==> src/rtl/id_ex_stage_pkg.sv <==
// Shared core definitions for the ID/EX stage: datapath width, ALU opcodes
// and the field values that make up a pipeline bubble.
package id_ex_stage_pkg;

    localparam int unsigned XLEN = 32;

    // ALU operation codes carried through ID/EX unchanged
    localparam logic [3:0] ALU_ADD  = 4'h0;
    localparam logic [3:0] ALU_SUB  = 4'h1;
    localparam logic [3:0] ALU_AND  = 4'h2;
    localparam logic [3:0] ALU_OR   = 4'h3;
    localparam logic [3:0] ALU_XOR  = 4'h4;
    localparam logic [3:0] ALU_SLL  = 4'h5;
    localparam logic [3:0] ALU_SRL  = 4'h6;
    localparam logic [3:0] ALU_SRA  = 4'h7;
    localparam logic [3:0] ALU_SLT  = 4'h8;
    localparam logic [3:0] ALU_SLTU = 4'h9;

    // Bubble field values: write-back is active-low, so 1 means no write
    localparam logic       WB_NONE  = 1'b1;
    localparam logic [4:0] REG_ZERO = 5'd0;

    // True when an instruction actually reads register rs and it equals rd
    function automatic logic reg_match(input logic uses, input logic [4:0] rs,
                                       input logic [4:0] rd);
        return uses && (rs == rd);
    endfunction

endpackage

==> src/rtl/id_ex_stage_hazard.sv <==
// Load-use hazard compare: the instruction in ID reads the destination of a
// load currently sitting in EX. x0 is never a hazard.
module hazard_detect
    import id_ex_stage_pkg::*;
(
    input  logic       id_valid_i,
    input  logic [4:0] id_rs1_i,
    input  logic [4:0] id_rs2_i,
    input  logic       id_uses_rs1_i,
    input  logic       id_uses_rs2_i,
    input  logic       ex_valid_i,
    input  logic       ex_mem_read_i,
    input  logic       ex_wb_i,
    input  logic [4:0] ex_rd_i,
    output logic       load_use_o
);

    logic w_ex_is_load;
    logic w_src_match;

    // A writing load in EX to a non-zero register, read by the ID instruction
    always_comb begin
        w_ex_is_load = ex_valid_i && ex_mem_read_i && (ex_wb_i != WB_NONE)
                       && (ex_rd_i != REG_ZERO);
        w_src_match  = reg_match(id_uses_rs1_i, id_rs1_i, ex_rd_i)
                       || reg_match(id_uses_rs2_i, id_rs2_i, ex_rd_i);
        load_use_o   = id_valid_i && w_ex_is_load && w_src_match;
    end

endmodule

==> src/rtl/id_ex_stage.sv <==
// ID/EX pipeline register. Holds on multicycle EX, inserts bubbles on
// flush and load-use, and counts load-use bubbles with saturation.
module id_ex_stage #(
    parameter int unsigned XLEN  = id_ex_stage_pkg::XLEN,
    parameter int unsigned CNT_W = 32
) (
    input  logic             clk_i,
    input  logic             reset_i,
    input  logic             id_valid_i,
    input  logic [XLEN-1:0]  id_pc_i,
    input  logic [4:0]       id_rs1_i,
    input  logic [4:0]       id_rs2_i,
    input  logic [4:0]       id_rd_i,
    input  logic             id_uses_rs1_i,
    input  logic             id_uses_rs2_i,
    input  logic [XLEN-1:0]  id_rs1_data_i,
    input  logic [XLEN-1:0]  id_rs2_data_i,
    input  logic [XLEN-1:0]  id_imm_i,
    input  logic [3:0]       id_alu_op_i,
    input  logic             id_mem_read_i,
    input  logic             id_mem_write_i,
    input  logic             id_wb_i,
    input  logic             ex_busy_i,
    input  logic             flush_i,
    output logic             ex_valid_o,
    output logic [XLEN-1:0]  ex_pc_o,
    output logic [4:0]       ex_rs1_o,
    output logic [4:0]       ex_rs2_o,
    output logic [4:0]       ex_rd_o,
    output logic [XLEN-1:0]  ex_rs1_data_o,
    output logic [XLEN-1:0]  ex_rs2_data_o,
    output logic [XLEN-1:0]  ex_imm_o,
    output logic [3:0]       ex_alu_op_o,
    output logic             ex_mem_read_o,
    output logic             ex_mem_write_o,
    output logic             ex_wb_o,
    output logic             stall_o,
    output logic             load_use_o,
    output logic [CNT_W-1:0] stall_cnt_o
);

    import id_ex_stage_pkg::*;

    localparam logic [CNT_W-1:0] CNT_ONE = CNT_W'(1);

    logic             r_valid;
    logic [XLEN-1:0]  r_pc;
    logic [4:0]       r_rs1;
    logic [4:0]       r_rs2;
    logic [4:0]       r_rd;
    logic [XLEN-1:0]  r_rs1_data;
    logic [XLEN-1:0]  r_rs2_data;
    logic [XLEN-1:0]  r_imm;
    logic [3:0]       r_alu_op;
    logic             r_mem_read;
    logic             r_mem_write;
    logic             r_wb;
    logic [CNT_W-1:0] r_stall_cnt;

    logic             w_load_use;
    logic             w_bubble;
    logic             w_count;

    hazard_detect u_hazard (
        .id_valid_i    (id_valid_i),
        .id_rs1_i      (id_rs1_i),
        .id_rs2_i      (id_rs2_i),
        .id_uses_rs1_i (id_uses_rs1_i),
        .id_uses_rs2_i (id_uses_rs2_i),
        .ex_valid_i    (r_valid),
        .ex_mem_read_i (r_mem_read),
        .ex_wb_i       (r_wb),
        .ex_rd_i       (r_rd),
        .load_use_o    (w_load_use)
    );

    // Priority decode: busy holds, flush beats load-use, load-use stalls ID
    always_comb begin
        w_bubble   = !ex_busy_i && (flush_i || w_load_use);
        w_count    = !ex_busy_i && !flush_i && w_load_use && (r_stall_cnt != '1);
        stall_o    = ex_busy_i || (!flush_i && w_load_use);
        load_use_o = w_load_use;
    end

    // Pipeline register: reset, hold, bubble or capture; saturating counter
    always_ff @(posedge clk_i) begin
        if (reset_i) begin
            r_valid     <= 1'b0;
            r_pc        <= '0;
            r_rs1       <= REG_ZERO;
            r_rs2       <= REG_ZERO;
            r_rd        <= REG_ZERO;
            r_rs1_data  <= '0;
            r_rs2_data  <= '0;
            r_imm       <= '0;
            r_alu_op    <= '0;
            r_mem_read  <= 1'b0;
            r_mem_write <= 1'b0;
            r_wb        <= WB_NONE;
            r_stall_cnt <= '0;
        end else if (!ex_busy_i) begin
            if (w_bubble) begin
                r_valid     <= 1'b0;
                r_pc        <= '0;
                r_rs1       <= REG_ZERO;
                r_rs2       <= REG_ZERO;
                r_rd        <= REG_ZERO;
                r_rs1_data  <= '0;
                r_rs2_data  <= '0;
                r_imm       <= '0;
                r_alu_op    <= '0;
                r_mem_read  <= 1'b0;
                r_mem_write <= 1'b0;
                r_wb        <= WB_NONE;
            end else begin
                r_valid     <= id_valid_i;
                r_pc        <= id_pc_i;
                r_rs1       <= id_rs1_i;
                r_rs2       <= id_rs2_i;
                r_rd        <= id_rd_i;
                r_rs1_data  <= id_rs1_data_i;
                r_rs2_data  <= id_rs2_data_i;
                r_imm       <= id_imm_i;
                r_alu_op    <= id_alu_op_i;
                r_mem_read  <= id_valid_i && id_mem_read_i;
                r_mem_write <= id_valid_i && id_mem_write_i;
                r_wb        <= id_valid_i ? id_wb_i : WB_NONE;
            end
            if (w_count) begin
                r_stall_cnt <= r_stall_cnt + CNT_ONE;
            end
        end
    end

    assign ex_valid_o     = r_valid;
    assign ex_pc_o        = r_pc;
    assign ex_rs1_o       = r_rs1;
    assign ex_rs2_o       = r_rs2;
    assign ex_rd_o        = r_rd;
    assign ex_rs1_data_o  = r_rs1_data;
    assign ex_rs2_data_o  = r_rs2_data;
    assign ex_imm_o       = r_imm;
    assign ex_alu_op_o    = r_alu_op;
    assign ex_mem_read_o  = r_mem_read;
    assign ex_mem_write_o = r_mem_write;
    assign ex_wb_o        = r_wb;
    assign stall_cnt_o    = r_stall_cnt;

endmodule

==> config.mk <==
export PLATFORM = sky130hd
export DESIGN_NAME = id_ex_stage
export DESIGN_NICKNAME = d
export VERILOG_FILES = /design/src/rtl/id_ex_stage_pkg.sv /design/src/rtl/id_ex_stage_hazard.sv /design/src/rtl/id_ex_stage.sv
export SDC_FILE = /design/constraint.sdc
export NUM_CORES = 1
export LEC_CHECK = 0
export CORE_MARGIN = 2
export CORE_UTILIZATION = 39
export CTS_CLUSTER_DIAMETER = 120
export DETAILED_ROUTE_END_ITERATION = 7
export PLACE_DENSITY_LB_ADDON = 0.15
export SETUP_SLACK_MARGIN = 0.05
export SLEW_MARGIN = 25
export SYNTH_ARGS = -nofsm -noshare
export SYNTH_HDL_FRONTEND = slang
export SYNTH_SLANG_ARGS = --single-unit
==> constraint.sdc <==
create_clock -name clk_i -period 2.4 [get_ports clk_i]
set_input_delay 0.72 -clock clk_i [delete_from_list [all_inputs] [get_ports clk_i]]
set_output_delay 0.72 -clock clk_i [all_outputs]
set_load 0.05 [all_outputs]
==> summary.txt <==
Global routing
  • Initial antenna violation count: 1
  • Met2 Use GR: between 40 and 50%
  • GRT overflow: 0
  • Vias in the first global route: approximately 6.4k
  • First-pass GRT wire length: 35000 µm
  • GRT Total Usage: 25.2%
  • GRT met3 Usage: between 6 and 7%
  • Global Route met1 Usage: a little under 30%
  • Most Crowded Layer GR: met2
  • Pin count of the biggest net entering global routing: 47

Die
  • Site Rows: between 40 and 50
  • Core area: 16000 µm²
  • Initial Util: roughly 40%
  • Die ar.: roughly 18000 µm²
  • Chip height: roughly 130 µm
  • Number of I/O pins: between 300 and 400
  • Die Wd: 132 µm

Logic synthesis
  • Cell variety after synth: 47
  • Post-Syn Area: 6420 µm²
  • Compound-Gate Fraction of Synth Area: between 20 and 30%
  • Simple-Gate Fraction of Synth Area: a little under an eighth
  • Yosys warns: 0
  • Largest family of logic cells by synthesized area: compound AO/OA/AOI/OAI gates
  • Adder-cell area share of the yosys netlist: 0.195%
  • Synth cell count leaders: dfxtp_1, a22o_1, clkbuf_1, nand2_1, nor2_1
  • Largest cells by area after synthesis: dfxtp_1, a22o_1, nand4_1
  • Syn avg cell area: 11.2 µm²
  • Largest area contributor in the netlist: dfxtp_1
  • Synthesized flop and latch total: 183
  • Xor-xnor portion of the synthesized cell area: 1.77%
  • Multiplexer share of the synthesized area: around 1.0%
  • Async set-reset flop share out of synthesis: 0%
  • Area share of the largest cell type after synthesis: 57.0%
  • Syn Nets: 731
  • Top FF cell, synth: dfxtp_1
  • Seq/Total Area, Yosys: between 50% and 60%
  • Leading cell type by number of instances after synthesis: dfxtp_1
  • Number of synthesized flops with an enable pin: 0
  • Post-Synthesis Cells: approximately 570

STA
  • Max-slew violation count: 0
  • Part of the cycle the worst path needs: 110%
  • Final setup fails: 2
  • Fin Hold WS: about 470 ps
  • Final hold vios: 0
  • Worst Skew: approximately 10 ps
  • RSZ-0062 raised after global routing: true
  • Minimum clock period: ~2600 ps
  • Setup ws final: -242 ps
  • Max Freq: ~380 MHz
  • Worst slew pin tran: about 580 ps
  • Max-Slew Margin vs Limit: between 60% and 70%

Worst setup path
  • Worst path required time: between 1500 and 2000 ps
  • Startpoint types: input pin
  • CP max-delay cell: clkdlybuf4s15_1
  • CP Max Fanout: 2
  • WS Path Type: input pin to primary output
  • Crit path DAT: ~1900 ps
  • Critical path capture point type: primary output
  • Worst-path cell chain: clkdlybuf4s15_1, xnor2_2, nand4_1, o22ai_4, nand2_2, buf_6, o21bai_4, buf_12
  • CP max stage delay: 220 ps

Run status
  • Outcome: finished with violations
  • Failing checks: negative setup slack

Clock tree
  • CTS tree: built
  • Cts bufs inserted: 17
  • Clock tree sinks: approximately 180
  • CTS Buffer Depth: 2
  • H-tree depth: 4
  • Clk_lat worst skew: approximately 440 ps
  • Root Buffer: clkbuf_16
  • Clk pin slew, worst setup/hold paths: 70 ps

Placed design
  • Post-DP HPWL: 16800 µm
  • RePlAce Congestion: 0.882
  • IO Port Bufs: around 340
  • Pre-CTS WS: -734 ps

Power and ir drop
  • Comb power frac: between 10% and 20%
  • Pwr dens: 613 nW/µm²
  • Sw Ratio: about 27%
  • Switching power: around 1.9 mW
  • Leak: about 5.8 nW
  • Seq pwr share: between 40% and 50%
  • Int Pwr: around 5.1 mW
  • Clock Power Share: around two fifths
  • Max IR drop VDD: 0.000524 V
  • Final Power: roughly 7 mW

Route
  • Starting DRT DRC Count: about 330
  • Vias/cell: roughly 5.3
  • Routed wire length: 22600 µm
  • DR vias: around 6.2k
  • Routed length per instance: between 15 and 20 µm
  • Drc violations: 0
  • Initial DRT Pass Iterations: 5
  • Final ANT Viol Nets: 0

Cells and area
  • Nets: approximately 1.1k
  • Ratio of cells with drive above 1 in the final layout: between 15 and 20%
  • Synthesis-to-layout area growth: 76.6%

Worst hold path
  • Hold Path Class: flop to flop

Job
  • Max Cap Viol: 0
[cell type report]
type                       instances  area, µm²
antenna                            1       2.50
tap                              216        270
multi-input combinational        341       2690
fill                            1233       4650
timing repair buffer             403       4110
clock buffer                      20        437
sequential                       183       3690
clock inverter                    12        115
inverter                           7       26.3
[worst paths after layout]
check                          to  depth (start not counted)  slack (ps)      startpoint
setup / recovery          stall_o                          8        -240     id_rs2_i[4]
hold / removal        ex_rs2_o[0]                          1         470     ex_rs2_o[0]
setup reg to reg  stall_cnt_o[26]                          7         150  stall_cnt_o[0]
hold reg to reg       ex_rs2_o[0]                          1         470     ex_rs2_o[0]
[cells in the final DEF, fill, tap and decap left out, drive strengths merged, types with 2 or more instances in the layout]
cell,count
clkbuf,21
nor4,8
nor3,3
and3,3
a21oi,18
or4b,3
dfxtp,183
o41ai,2
o31a,3
o31ai,8
xor2,2
nor2,20
nand3,9
dlymetal6s2s,74
clkdlybuf4s50,200
nand2,25
and2,3
or4,13
clkdlybuf4s15,3
mux2,5
or3,7
dlygate4sd2,56
o21ai,9
a22o,147
a32oi,2
nand4,18
inv,13
o21ba,3
xnor2,11
nor2b,8
buf,69
clkinv,4
[power by group through the flow]
| stage | combinational (mW) | clock, mW | sequential, mW |
|---|---|---|---|
| after global routing | 1.15 | 2.84 | 3.20 |
| final | 1.10 | 2.66 | 3.19 |
| after CTS | 1.11 | 2.71 | 3.19 |
| after detailed placement | 1.11 | 0 | 3.26 |
| after global placement | 1.09 | 0 | 3.26 |
| after floorplan | 0.196 | 0 | 3.60 |
[stage by stage]
stage | cells | setup TNS, ps | instance area [µm²] | utilization [%]
floorplan | 573 | 0 | 6520 | -
global placement | 1141 | -108010 | 10500 | 65.8
detailed placement | 1141 | -117880 | 10500 | 65.8
CTS | 1180 | -497 | 11100 | 69.4
global route | 1183 | -594 | 11300 | 70.9
finish | 1183 | -458 | 11300 | 70.9
[routing by layer]
metal	part of all wire, %	routed length (µm)
met5	0	0
met4	2.6	599
met3	5.4	1230
met2	52	11900
met1	40	8950
[worst max-delay path, delay by kind of cell]
kind | cells | cell delay, ps
AOI/OAI and AO/OA | 2 | 290
xor gates and xnor gates | 1 | 170
buffers and inverters | 3 | 500
and+or+nand+nor | 2 | 240
[kinds of logic after synthesis]
group / count (synthesis)
flip-flops: 183
multiplexers: 6
XOR/XNOR: 13
adder cells (fa/ha/maj): 1
buffers and inverters: 49
AND/OR/NAND/NOR: 124
AO/OA/AOI/OAI: 197
[flip-flops by register name, summed over array words and instances, names as in the netlist, 4 cells and up]
signal         count
ex_alu_op_o        4
ex_imm_o          32
ex_pc_o           32
ex_rd_o            5
ex_rs1_data_o     32
ex_rs1_o           5
ex_rs2_data_o     32
ex_rs2_o           5
stall_cnt_o       32
[timing repair]
action                                 in CTS  in global routing
hold buffers                                0                  0
gates resized for setup                    92                 84
setup endpoints to repair                 224                 84
cloned                                      0                  0
pin swaps                                  15                  8
buffers inserted                            7                  2
endpoints found under the hold margin       0                  0
(Power assumes the default switching activity.)
